--- src/rtl/bps_exec_unit.sv ---
// BP-S execution unit: runs one LOAD / sweep / STORE job per accepted opcode and holds
// bps_stall high until that job has finished.
module bps_exec_unit #(
   parameter int   N_NODES = 256,
   parameter int   ADDR_W  = 16,
   parameter int   DATA_W  = 32,
   localparam int  IDX_W   = $clog2(N_NODES)
) (
   input  logic              clk,
   input  logic              rst,
   input  logic [2:0]        bps_opcode,
   output logic              bps_stall,
   input  logic [ADDR_W-1:0] base_addr,
   output logic              mem_rd_req,
   output logic [ADDR_W-1:0] mem_rd_addr,
   input  logic              mem_rd_gnt,
   input  logic              mem_rd_valid,
   input  logic [DATA_W-1:0] mem_rd_data,
   output logic              mem_wr_req,
   output logic [ADDR_W-1:0] mem_wr_addr,
   output logic [DATA_W-1:0] mem_wr_data,
   input  logic              mem_wr_gnt,
   output logic              buf_we,
   output logic [IDX_W-1:0]  buf_waddr,
   output logic [DATA_W-1:0] buf_wdata,
   output logic              buf_re,
   output logic [IDX_W-1:0]  buf_raddr,
   input  logic [DATA_W-1:0] buf_rdata,
   output logic              pe_valid,
   output logic              pe_dir,
   output logic [IDX_W-1:0]  pe_idx,
   input  logic              pe_ready,
   input  logic              pe_idle,
   output logic              err_op
);

   localparam logic [IDX_W:0]    N_CNT    = (IDX_W+1)'(N_NODES);
   localparam logic [IDX_W:0]    LAST_CNT = (IDX_W+1)'(N_NODES - 1);
   localparam logic [IDX_W:0]    ONE_CNT  = (IDX_W+1)'(1);
   localparam logic [ADDR_W-1:0] UP_OFF   = ADDR_W'(N_NODES);

   typedef enum logic [2:0] {
      S_IDLE  = 3'd0,
      S_LOAD  = 3'd1,
      S_SWEEP = 3'd2,
      S_DRAIN = 3'd3,
      S_ST_RD = 3'd4,
      S_ST_WR = 3'd5,
      S_ERR   = 3'd6
   } state_t;

   state_t              state_q, state_d;
   logic                stall_q, stall_d;
   logic [ADDR_W-1:0]   base_q, base_d;
   logic                dir_q, dir_d;
   logic                up_off_q, up_off_d;
   logic [IDX_W:0]      rq_q, rq_d;
   logic [IDX_W:0]      rs_q, rs_d;
   logic [IDX_W:0]      idx_q, idx_d;
   logic                bw_we_q, bw_we_d;
   logic [IDX_W-1:0]    bw_addr_q, bw_addr_d;
   logic [DATA_W-1:0]   bw_data_q, bw_data_d;
   logic [DATA_W-1:0]   wr_data_q, wr_data_d;
   logic                wr_first_q, wr_first_d;
   logic                rd_req_s;
   logic                last_step_s;
   logic [ADDR_W-1:0]   off_s;

   assign rd_req_s    = (state_q == S_LOAD) && (rq_q != N_CNT);
   assign last_step_s = dir_q ? (idx_q == '0) : (idx_q == LAST_CNT);
   assign off_s       = up_off_q ? UP_OFF : '0;

   always_comb begin
      state_d    = state_q;
      base_d     = base_q;
      dir_d      = dir_q;
      up_off_d   = up_off_q;
      rq_d       = rq_q;
      rs_d       = rs_q;
      idx_d      = idx_q;
      bw_we_d    = 1'b0;
      bw_addr_d  = bw_addr_q;
      bw_data_d  = bw_data_q;
      wr_data_d  = wr_data_q;
      wr_first_d = 1'b0;
      case (state_q)
         S_IDLE: begin
            if (bps_opcode != 3'd0) begin
               base_d = base_addr;
            end else begin
               base_d = base_q;
            end
            case (bps_opcode)
               3'd1: begin
                  state_d = S_LOAD;
                  rq_d    = '0;
                  rs_d    = '0;
               end
               3'd2: begin
                  state_d = S_SWEEP;
                  dir_d   = 1'b0;
                  idx_d   = '0;
               end
               3'd3: begin
                  state_d = S_SWEEP;
                  dir_d   = 1'b1;
                  idx_d   = LAST_CNT;
               end
               3'd4: begin
                  state_d  = S_ST_RD;
                  up_off_d = 1'b0;
                  idx_d    = '0;
               end
               3'd5: begin
                  state_d  = S_ST_RD;
                  up_off_d = 1'b1;
                  idx_d    = '0;
               end
               3'd6, 3'd7: state_d = S_ERR;
               default:    state_d = S_IDLE;
            endcase
         end
         S_LOAD: begin
            // Request and response sides advance independently, possibly in the same cycle.
            if (rd_req_s && mem_rd_gnt) begin
               rq_d = rq_q + ONE_CNT;
            end else begin
               rq_d = rq_q;
            end
            if (mem_rd_valid && (rs_q != N_CNT)) begin
               bw_we_d   = 1'b1;
               bw_addr_d = rs_q[IDX_W-1:0];
               bw_data_d = mem_rd_data;
               rs_d      = rs_q + ONE_CNT;
               if (rs_q == LAST_CNT) begin
                  state_d = S_IDLE;
               end else begin
                  state_d = S_LOAD;
               end
            end else begin
               rs_d = rs_q;
            end
         end
         S_SWEEP: begin
            if (pe_ready && last_step_s) begin
               state_d = S_DRAIN;
            end else if (pe_ready) begin
               idx_d = dir_q ? (idx_q - ONE_CNT) : (idx_q + ONE_CNT);
            end else begin
               idx_d = idx_q;
            end
         end
         S_DRAIN: begin
            if (pe_idle) begin
               state_d = S_IDLE;
            end else begin
               state_d = S_DRAIN;
            end
         end
         S_ST_RD: begin
            state_d    = S_ST_WR;
            wr_first_d = 1'b1;
         end
         S_ST_WR: begin
            // buf_rdata is only valid in the first ST_WR cycle; keep a copy for gnt stalls.
            if (wr_first_q) begin
               wr_data_d = buf_rdata;
            end else begin
               wr_data_d = wr_data_q;
            end
            if (mem_wr_gnt && (idx_q == LAST_CNT)) begin
               state_d = S_IDLE;
            end else if (mem_wr_gnt) begin
               state_d = S_ST_RD;
               idx_d   = idx_q + ONE_CNT;
            end else begin
               state_d = S_ST_WR;
            end
         end
         S_ERR:   state_d = S_IDLE;
         default: state_d = S_IDLE;
      endcase
      stall_d = (state_d != S_IDLE);
   end

   always_ff @(posedge clk) begin
      if (rst) begin
         state_q    <= S_IDLE;
         stall_q    <= 1'b0;
         base_q     <= '0;
         dir_q      <= 1'b0;
         up_off_q   <= 1'b0;
         rq_q       <= '0;
         rs_q       <= '0;
         idx_q      <= '0;
         bw_we_q    <= 1'b0;
         bw_addr_q  <= '0;
         bw_data_q  <= '0;
         wr_data_q  <= '0;
         wr_first_q <= 1'b0;
      end else begin
         state_q    <= state_d;
         stall_q    <= stall_d;
         base_q     <= base_d;
         dir_q      <= dir_d;
         up_off_q   <= up_off_d;
         rq_q       <= rq_d;
         rs_q       <= rs_d;
         idx_q      <= idx_d;
         bw_we_q    <= bw_we_d;
         bw_addr_q  <= bw_addr_d;
         bw_data_q  <= bw_data_d;
         wr_data_q  <= wr_data_d;
         wr_first_q <= wr_first_d;
      end
   end

   assign bps_stall   = stall_q;
   assign mem_rd_req  = rd_req_s;
   assign mem_rd_addr = rd_req_s ? (base_q + ADDR_W'(rq_q)) : '0;
   assign mem_wr_req  = (state_q == S_ST_WR);
   assign mem_wr_addr = mem_wr_req ? (base_q + off_s + ADDR_W'(idx_q)) : '0;
   assign mem_wr_data = !mem_wr_req ? '0 : (wr_first_q ? buf_rdata : wr_data_q);
   assign buf_we      = bw_we_q;
   assign buf_waddr   = bw_addr_q;
   assign buf_wdata   = bw_data_q;
   assign buf_re      = (state_q == S_ST_RD);
   assign buf_raddr   = buf_re ? idx_q[IDX_W-1:0] : '0;
   assign pe_valid    = (state_q == S_SWEEP);
   assign pe_dir      = dir_q;
   assign pe_idx      = pe_valid ? idx_q[IDX_W-1:0] : '0;
   assign err_op      = (state_q == S_ERR);

endmodule

--- config.mk ---
export PLATFORM = sky130hd
export DESIGN_NAME = bps_exec_unit
export DESIGN_NICKNAME = d
export VERILOG_FILES = /design/src/rtl/bps_exec_unit.sv
export SDC_FILE = /design/constraint.sdc
export NUM_CORES = 1
export LEC_CHECK = 0
export ABC_CLOCK_PERIOD_IN_PS = 2700
export BUFFER_PORTS_ARGS = -buffer_cell sky130_fd_sc_hd__buf_4
export CORE_MARGIN = 10
export CORE_UTILIZATION = 47
export CTS_BUF_LIST = sky130_fd_sc_hd__clkbuf_16
export DETAILED_ROUTE_END_ITERATION = 16
export GPL_ROUTABILITY_DRIVEN = 0
export PLACE_DENSITY = 0.77
export SLEW_MARGIN = 20
export SYNTH_ARGS = -nofsm -noshare
export SYNTH_HDL_FRONTEND = slang
export SYNTH_SLANG_ARGS = --single-unit
--- constraint.sdc ---
create_clock -name clk -period 2.7 [get_ports clk]
set_input_delay 0.54 -clock clk [delete_from_list [all_inputs] [get_ports clk]]
set_output_delay 0.54 -clock clk [all_outputs]
set_load 0.01 [all_outputs]
==> results of run 1 <==
==> critical path: stages, from the launching register on <==
cell	delay, ps
dfxtp_2	340
ha_4	250
ha_4	160
fa_2	350
a21oi_2	170
o211ai_1	190
o41ai_4	340
buf_4	190
xor2_2	130
nor2_1	50
buf_4	140
==> per-stage QoR <==
stage               TNS [ps]  hold WS [ps]  area (um^2)  utilization [%]
floorplan             -32.14         435.7         6972                -
global placement      -728.3         440.5         9035            62.40
detailed placement     -1333         445.8         9035            62.40
CTS                    -6730         353.5         9945            68.68
global route           -9162         360.9        10060            69.48
finish                 -6474         369.0        10060            69.48
==> cell usage in the layout, fill, tap and decap left out, types with 4 or more instances in the layout <==
master / instances
o22ai_1: 10
a221oi_1: 5
a211oi_1: 4
buf_4: 280
a31oi_1: 5
nor3b_1: 4
nand4_1: 7
a21oi_1: 101
nor3_1: 11
o21ai_2: 8
nand2_1: 204
clkinv_2: 4
clkbuf_16: 17
dfxtp_1: 109
ha_4: 17
xor2_1: 19
dfxtp_2: 13
a21o_1: 8
nand3_1: 11
a211oi_4: 4
inv_2: 4
and2_1: 22
and3_1: 8
nor3_2: 4
xnor2_1: 21
o21ai_0: 11
nor2_1: 109
mux2i_1: 33
inv_1: 21
a21oi_2: 8
or3_1: 5
o21a_1: 4
ha_1: 17
==> flip-flops by register name, summed over array words and instances (netlist names) <==
name,cells
base_q,16
bps_stall,1
buf_waddr,8
buf_wdata,32
buf_we,1
idx_q,9
pe_dir,1
rq_q,9
rs_q,9
state_q,3
up_off_q,1
wr_data_q,32
wr_first_q,1
==> power by group through the flow <==
| stage | registers, mW | logic (mW) | clock network [mW] |
|---|---|---|---|
| detailed placement | 2.04 | 1.27 | 0 |
| CTS | 2.02 | 1.39 | 2.10 |
| floorplan | 2.03 | 0.780 | 0 |
| global placement | 2.04 | 1.24 | 0 |
| global route | 2.04 | 1.56 | 2.18 |
| finish | 2.03 | 1.43 | 2.08 |
==> area by class of cell <==
class,instances,area share [%]
Clock buffer,17,4.229
Clock inverter,14,1.095
Timing Repair Buffer,284,21.52
Multi-Input combinational cell,712,45.34
Inverter,23,0.8582
Sequential cell,123,24.68
Tap cell,184,2.289
==> repair_timing <==
item | CTS | global route
setup buffers | 9 | 0
pin swaps | 34 | 7
gates cloned | 0 | 0
setup endpoints to repair | 23 | 37
hold endpoints to repair | 0 | 0
gates resized for setup | 63 | 21
==> how the worst max path moves through the flow <==
stage,to,slack (ps),cells past startpoint
final,mem_wr_addr[11],-560,10
after detailed placement,mem_wr_addr[11],-260,10
after global routing,mem_wr_addr[11],-660,10
after global placement,mem_wr_addr[11],-210,10
after floorplan,mem_wr_addr[13],-30,9
after CTS,mem_wr_addr[11],-590,10
==> cell families (layout without fill, tap and decap cells) <==
kind of cell	count (synthesis)	count (layout)
muxes	33	33
and+or+nand+nor	410	410
DFF	123	123
xor gates and xnor gates	42	42
adders and majority gates	38	38
AOI/OAI and AO/OA	189	189
buffers and inverters	84	338
==> per-layer routing <==
| metal | vias up | share of wire, % | global-route usage [%] |
|---|---|---|---|
| li1 | 3591 | - | - |
| met1 | 3380 | 41 | 25.05 |
| met2 | 194 | 50 | 36.58 |
| met3 | 23 | 6.9 | 6.718 |
| met4 | 0 | 1.6 | 5.978 |
| met5 | - | 0 | 0 |
==> results.json, run 1 <==
{
  "run_status": "finished, violations left",
  "failed_checks": "negative setup slack",
  "async_flop_share_pct": 0,
  "holdCritPathClass": "primary input to register",
  "antenna_found_initial": 0,
  "cts_tree": "built",
  "grt_pass1_wl_um": 35140,
  "synth-adder-area-share_pct": 7.217,
  "hold_viol_final": 0,
  "internal-power_mw": 3.831,
  "synth_top_family_by_area": "simple AND/OR/NAND/NOR gates",
  "combPwrFrac_pct": 25.9,
  "relSlewSlack_pct": 56.07,
  "start_util_pct": 47.66,
  "ir_worst_vdd_uv": 426.7,
  "cts_hold_buf": 0,
  "vias": 7188,
  "ant_nets": 0,
  "holdPathStages": 3,
  "die_h_um": 141.2,
  "overflow": 0,
  "cap_violations": 0,
  "yosys_warnings": 0,
  "fin_cells": 1357,
  "dp_hpwl_um": 16050,
  "min_from": "mem_rd_data[11]",
  "routed_wl_um": 22500,
  "cp-end-kind": "primary output",
  "synth.distinct_cells": 53,
  "yosys.area_share.simple_pct": 25.77,
  "syn_area_mm2": 0.006900,
  "synth_compound_area_share_pct": 16.01,
  "finalCritPeriodShare_pct": 120.6,
  "wl_per_cell_um": 16.58,
  "drc": 0,
  "clock_latency_ps": 420,
  "synth_fp_nets": 1047,
  "dp.cells": 1318,
  "die-area_mm2": 0.01993,
  "synth.mux.area_fraction_pct": 4.787,
  "seq_area_mm2": 0.002482,
  "switchingPower_mw": 1.705,
  "grt_pass1_vias": 6981,
  "clock_path_buffers": 2,
  "seqPwrFrac_pct": 36.6,
  "r2r.worst_path.cells": 11,
  "synth_common_cells": "207 x nand2_1, 123 x dfxtp_1, 110 x a21oi_1, 110 x nor2_1, 38 x clkbuf_1",
  "multi_input_area_mm2": 0.004561,
  "setup.worst_path.start": "base_q[1]$_SDFFE_PP0P_",
  "rr_startpoint": "idx_q[1]$_SDFFE_PP0P_",
  "r2r_end": "idx_q[8]$_SDFFE_PP0P_",
  "synth_top_area_cell": "dfxtp_1",
  "htreeDepth": 4,
  "leakagePower_nw": 4.098,
  "swShare_pct": 30.80,
  "drv_slew": 0,
  "worstHoldEndpoint": "buf_wdata[11]$_SDFFE_PP0P_",
  "finalSetupViolCount": 24,
  "dpl_worst_slack_ps": -261.6,
  "cp.arrival_ps": 2720,
  "layout_min_cycle_time_ps": 3256,
  "insertedDiodeCount": 0,
  "avgViaCountPerCell": 5.297,
  "crit_type": "register to primary output",
  "finalPower_mw": 5.535,
  "finClkSkew_ps": 6.778,
  "syn-instance-count": 919,
  "drive_above_1_share_pct": 33.76,
  "syn_to_final_growth_pct": 45.78,
  "fillers": 1168,
  "grt_use_total_pct": 21.38,
  "r2r_setup_slack_ps": 210,
  "fin_ws_ps": -556.0,
  "synth_top_area_share_pct": 35.68,
  "cts_num_sinks": 123,
  "core-area_mm2": 0.01448,
  "ys_seq_area_share_pct": 35.68,
  "die_w_um": 141.2,
  "cts_buffers": 17,
  "rsz0062_at_grt": "yes",
  "grt_max_degree": 66,
  "powerDensity_mw_per_mm2": 550.2,
  "drt-initial-drc-count": 431,
  "clk_pin_slew_ps": 60,
  "avgSynthCellArea_um2": 7.509,
  "ys_seq_elements": 123,
  "synth_ff_type": "dfxtp_1",
  "ios": 218,
  "fin_nets": 1289,
  "fmax_mhz": 307.1,
  "max_slew.worst_pin.slew_ps": 649.7,
  "synthXorXnorAreaFrac_pct": 5.331,
  "synth_top_cells_by_area": "dfxtp_1 36%, nand2_1 11%, a21oi_1 8.0%, ha_1 6.3%, nor2_1 6.0%",
  "io_buffer_count": 217,
  "synth_most_common_cell": "nand2_1",
  "synth_edf_count": 0,
  "dr.pass1.iters": 5,
  "cp.required_ps": 2160,
  "start_kind": "register",
  "crit_fanout": 4,
  "rows": 44,
  "p_clk_share_pct": 37.5,
  "root_buffer": "clkbuf_16"
}
(Power assumes the default switching activity.)
==> run 2, diff against run 1 <==
Settings changed: CELL_PAD_IN_SITES_DETAIL_PLACEMENT from default to 0, CELL_PAD_IN_SITES_GLOBAL_PLACEMENT from default to 1, CORE_MARGIN 10 to default, CORE_UTILIZATION 47 to 33, PLACE_DENSITY 0.77 to default, PLACE_DENSITY_LB_ADDON from default to 0.1.
==> run 2 against run 1 <==
  * Worst hold slack improved by 6.6 ps
  * Combinational power is essentially flat
  * The flow still finishes with violations (negative setup slack)
  * Clock skew grew 2.6 ps
  * Largest cell class unchanged
  * Highest routed layer unchanged
  * Cell area rose by 2.0%
  * Total power is 3.0% higher
  * Sequential cell count is the same
  * Critical path depth did not move
  * Critical path type unchanged
==> results.json, run 2 (same netlist as run 1, synthesis figures left out) <==
{
  "switchingPower_mw": 1.748,
  "cts_num_sinks": 123,
  "combPwrFrac_pct": 25.3,
  "rows": 52,
  "grt_max_degree": 67,
  "min_from": "mem_rd_data[14]",
  "fin_ws_ps": -558.6,
  "holdPathStages": 3,
  "r2r.worst_path.cells": 11,
  "fmax_mhz": 306.9,
  "worstHoldEndpoint": "buf_wdata[14]$_SDFFE_PP0P_",
  "cp.required_ps": 2160,
  "ios": 218,
  "syn_to_final_growth_pct": 48.76,
  "vias": 6954,
  "io_buffer_count": 217,
  "design_area_mm2": 0.01026,
  "root_buffer": "clkbuf_16",
  "crit_fanout": 4,
  "drv_slew": 0,
  "ant_nets": 0,
  "htreeDepth": 4,
  "slowest_delay_ps": 360,
  "routed_wl_um": 20800,
  "finClkSkew_ps": 9.350,
  "finalCritPeriodShare_pct": 120.7,
  "clk_pin_slew_ps": 60,
  "r2r_setup_slack_ps": 240,
  "insertedDiodeCount": 0,
  "path_cells": "ha_4, ha_4, fa_2, a21oi_2, o211ai_1, o41ai_4, buf_4, xor2_1, nor2_1, buf_4",
  "fin_nets": 1295,
  "holdCritPathClass": "primary input to register",
  "die_h_um": 146.6,
  "drc": 0,
  "die_w_um": 146.6,
  "post_dp_cell_area_mm2": 0.009210,
  "drive_above_1_share_pct": 33.64,
  "rsz0062_at_grt": "yes",
  "internal-power_mw": 3.954,
  "finalSetupViolCount": 20,
  "seqPwrFrac_pct": 35.5,
  "core-area_mm2": 0.02036,
  "failed_checks": "negative setup slack",
  "grt_pass1_wl_um": 33890,
  "dp_hpwl_um": 14800,
  "swShare_pct": 30.66,
  "start_util_pct": 33.88,
  "powerDensity_mw_per_mm2": 555.5,
  "clock_path_buffers": 2,
  "layout_min_cycle_time_ps": 3259,
  "crit_type": "register to primary output",
  "start_kind": "register",
  "dpl_worst_slack_ps": -247.4,
  "clock_latency_ps": 410,
  "grt_pass1_vias": 6700,
  "ir_worst_vdd_uv": 429.7,
  "avgViaCountPerCell": 4.796,
  "dr.pass1.iters": 4,
  "layout_commonest_cell": "buf_4",
  "run_status": "finished, violations left",
  "slowest_stage": "fa_2",
  "cts_hold_buf": 0,
  "cp.arrival_ps": 2720,
  "cap_violations": 0,
  "overflow": 0,
  "die-area_mm2": 0.02149,
  "p_clk_share_pct": 39.2,
  "r2r_end": "idx_q[8]$_SDFFE_PP0P_",
  "drt-initial-drc-count": 242,
  "grt_use_total_pct": 19.45,
  "layout_common_cells": "281 x buf_4, 204 x nand2_1, 112 x dfxtp_1",
  "cp-end-kind": "primary output",
  "antenna_found_initial": 0,
  "cts_tree": "built",
  "relSlewSlack_pct": 53.35,
  "rr_startpoint": "idx_q[1]$_SDFFE_PP0P_",
  "max_slew.worst_pin.slew_ps": 699.8,
  "leakagePower_nw": 4.171,
  "wl_per_cell_um": 14.35,
  "cts_buffers": 17,
  "hold_viol_final": 0
}
-- run 2: cell count changes in the layout (fill, tap and decap cells not counted), moves of 3 or more --
cell,before,now
nor3_2,4,1
dfxtp_1,109,112
clkinv_2,4,1
dfxtp_2,13,9
o21ai_1,2,5
buf_6,2,5
inv_6,0,4
-- run 2: layer usage --
| layer | wire length [um] | global-route usage (%) | share of wire, % |
|---|---|---|---|
| met5 | 0 | 0 | 0 |
| met4 | 81 | 4.115 | 0.39 |
| met3 | 1221 | 5.625 | 5.9 |
| met2 | 10070 | 32.96 | 48 |
| met1 | 9430 | 24.30 | 45 |
-- run 2: final cells by class --
type	instances	area [um^2]
Fill cell	2096	10100
Multi-Input combinational cell	712	4541
Tap cell	270	337.8
Clock buffer	17	425.4
Timing Repair Buffer	290	2246
Clock inverter	15	147.6
Sequential cell	123	2481
Inverter	23	86.33
-- run 2: power by group through the flow --
stage	Sequential (mW)	Clock [mW]	Combinational (mW)
finish	2.02	2.24	1.44
global placement	2.05	0	1.30
floorplan	2.03	0	0.780
global route	2.04	2.38	1.59
detailed placement	2.05	0	1.30
CTS	2.02	2.31	1.40
-- run 2: worst max-delay path: cells and delay by family, from the launching register on --
family,cells,cell delay [ps]
simple gates,1,60
compound gates,3,710
fa+ha+maj,3,750
buf+inv,2,310
flops,1,330
xor+xnor,1,140
-- run 2: what timing repair did --
action / in CTS / in global routing
setup buffers: 7 / 4
pin swaps: 45 / 23
resized for setup: 59 / 29
setup endpoints to repair: 23 / 38
-- run 2: worst max-delay path by stage --
stage | end | cells past startpoint | startpoint
global route | mem_wr_addr[11] | 10 | base_q[1]$_SDFFE_PP0P_
detailed placement | mem_wr_addr[11] | 10 | idx_q[1]$_SDFFE_PP0P_
finish | mem_wr_addr[11] | 10 | base_q[1]$_SDFFE_PP0P_
floorplan | mem_wr_addr[13] | 9 | idx_q[0]$_SDFFE_PP0P_
CTS | mem_wr_addr[11] | 10 | base_q[1]$_SDFFE_PP0P_
global placement | mem_wr_addr[11] | 10 | idx_q[1]$_SDFFE_PP0P_
-- run 2: through the flow --
stage | utilization [%] | power [mW] | instances | setup TNS [ps] | hold slack [ps]
detailed placement | 45.23 | 3.348 | 1409 | -923.8 | 447.0
global placement | 45.23 | 3.348 | 1409 | -1001 | 441.1
CTS | 49.63 | 5.728 | 1447 | -7227 | 355.9
finish | 50.41 | 5.702 | 1450 | -6403 | 375.6
global route | 50.41 | 6.005 | 1450 | -9038 | 356.5
floorplan | - | 2.807 | 919 | -32.14 | 435.7
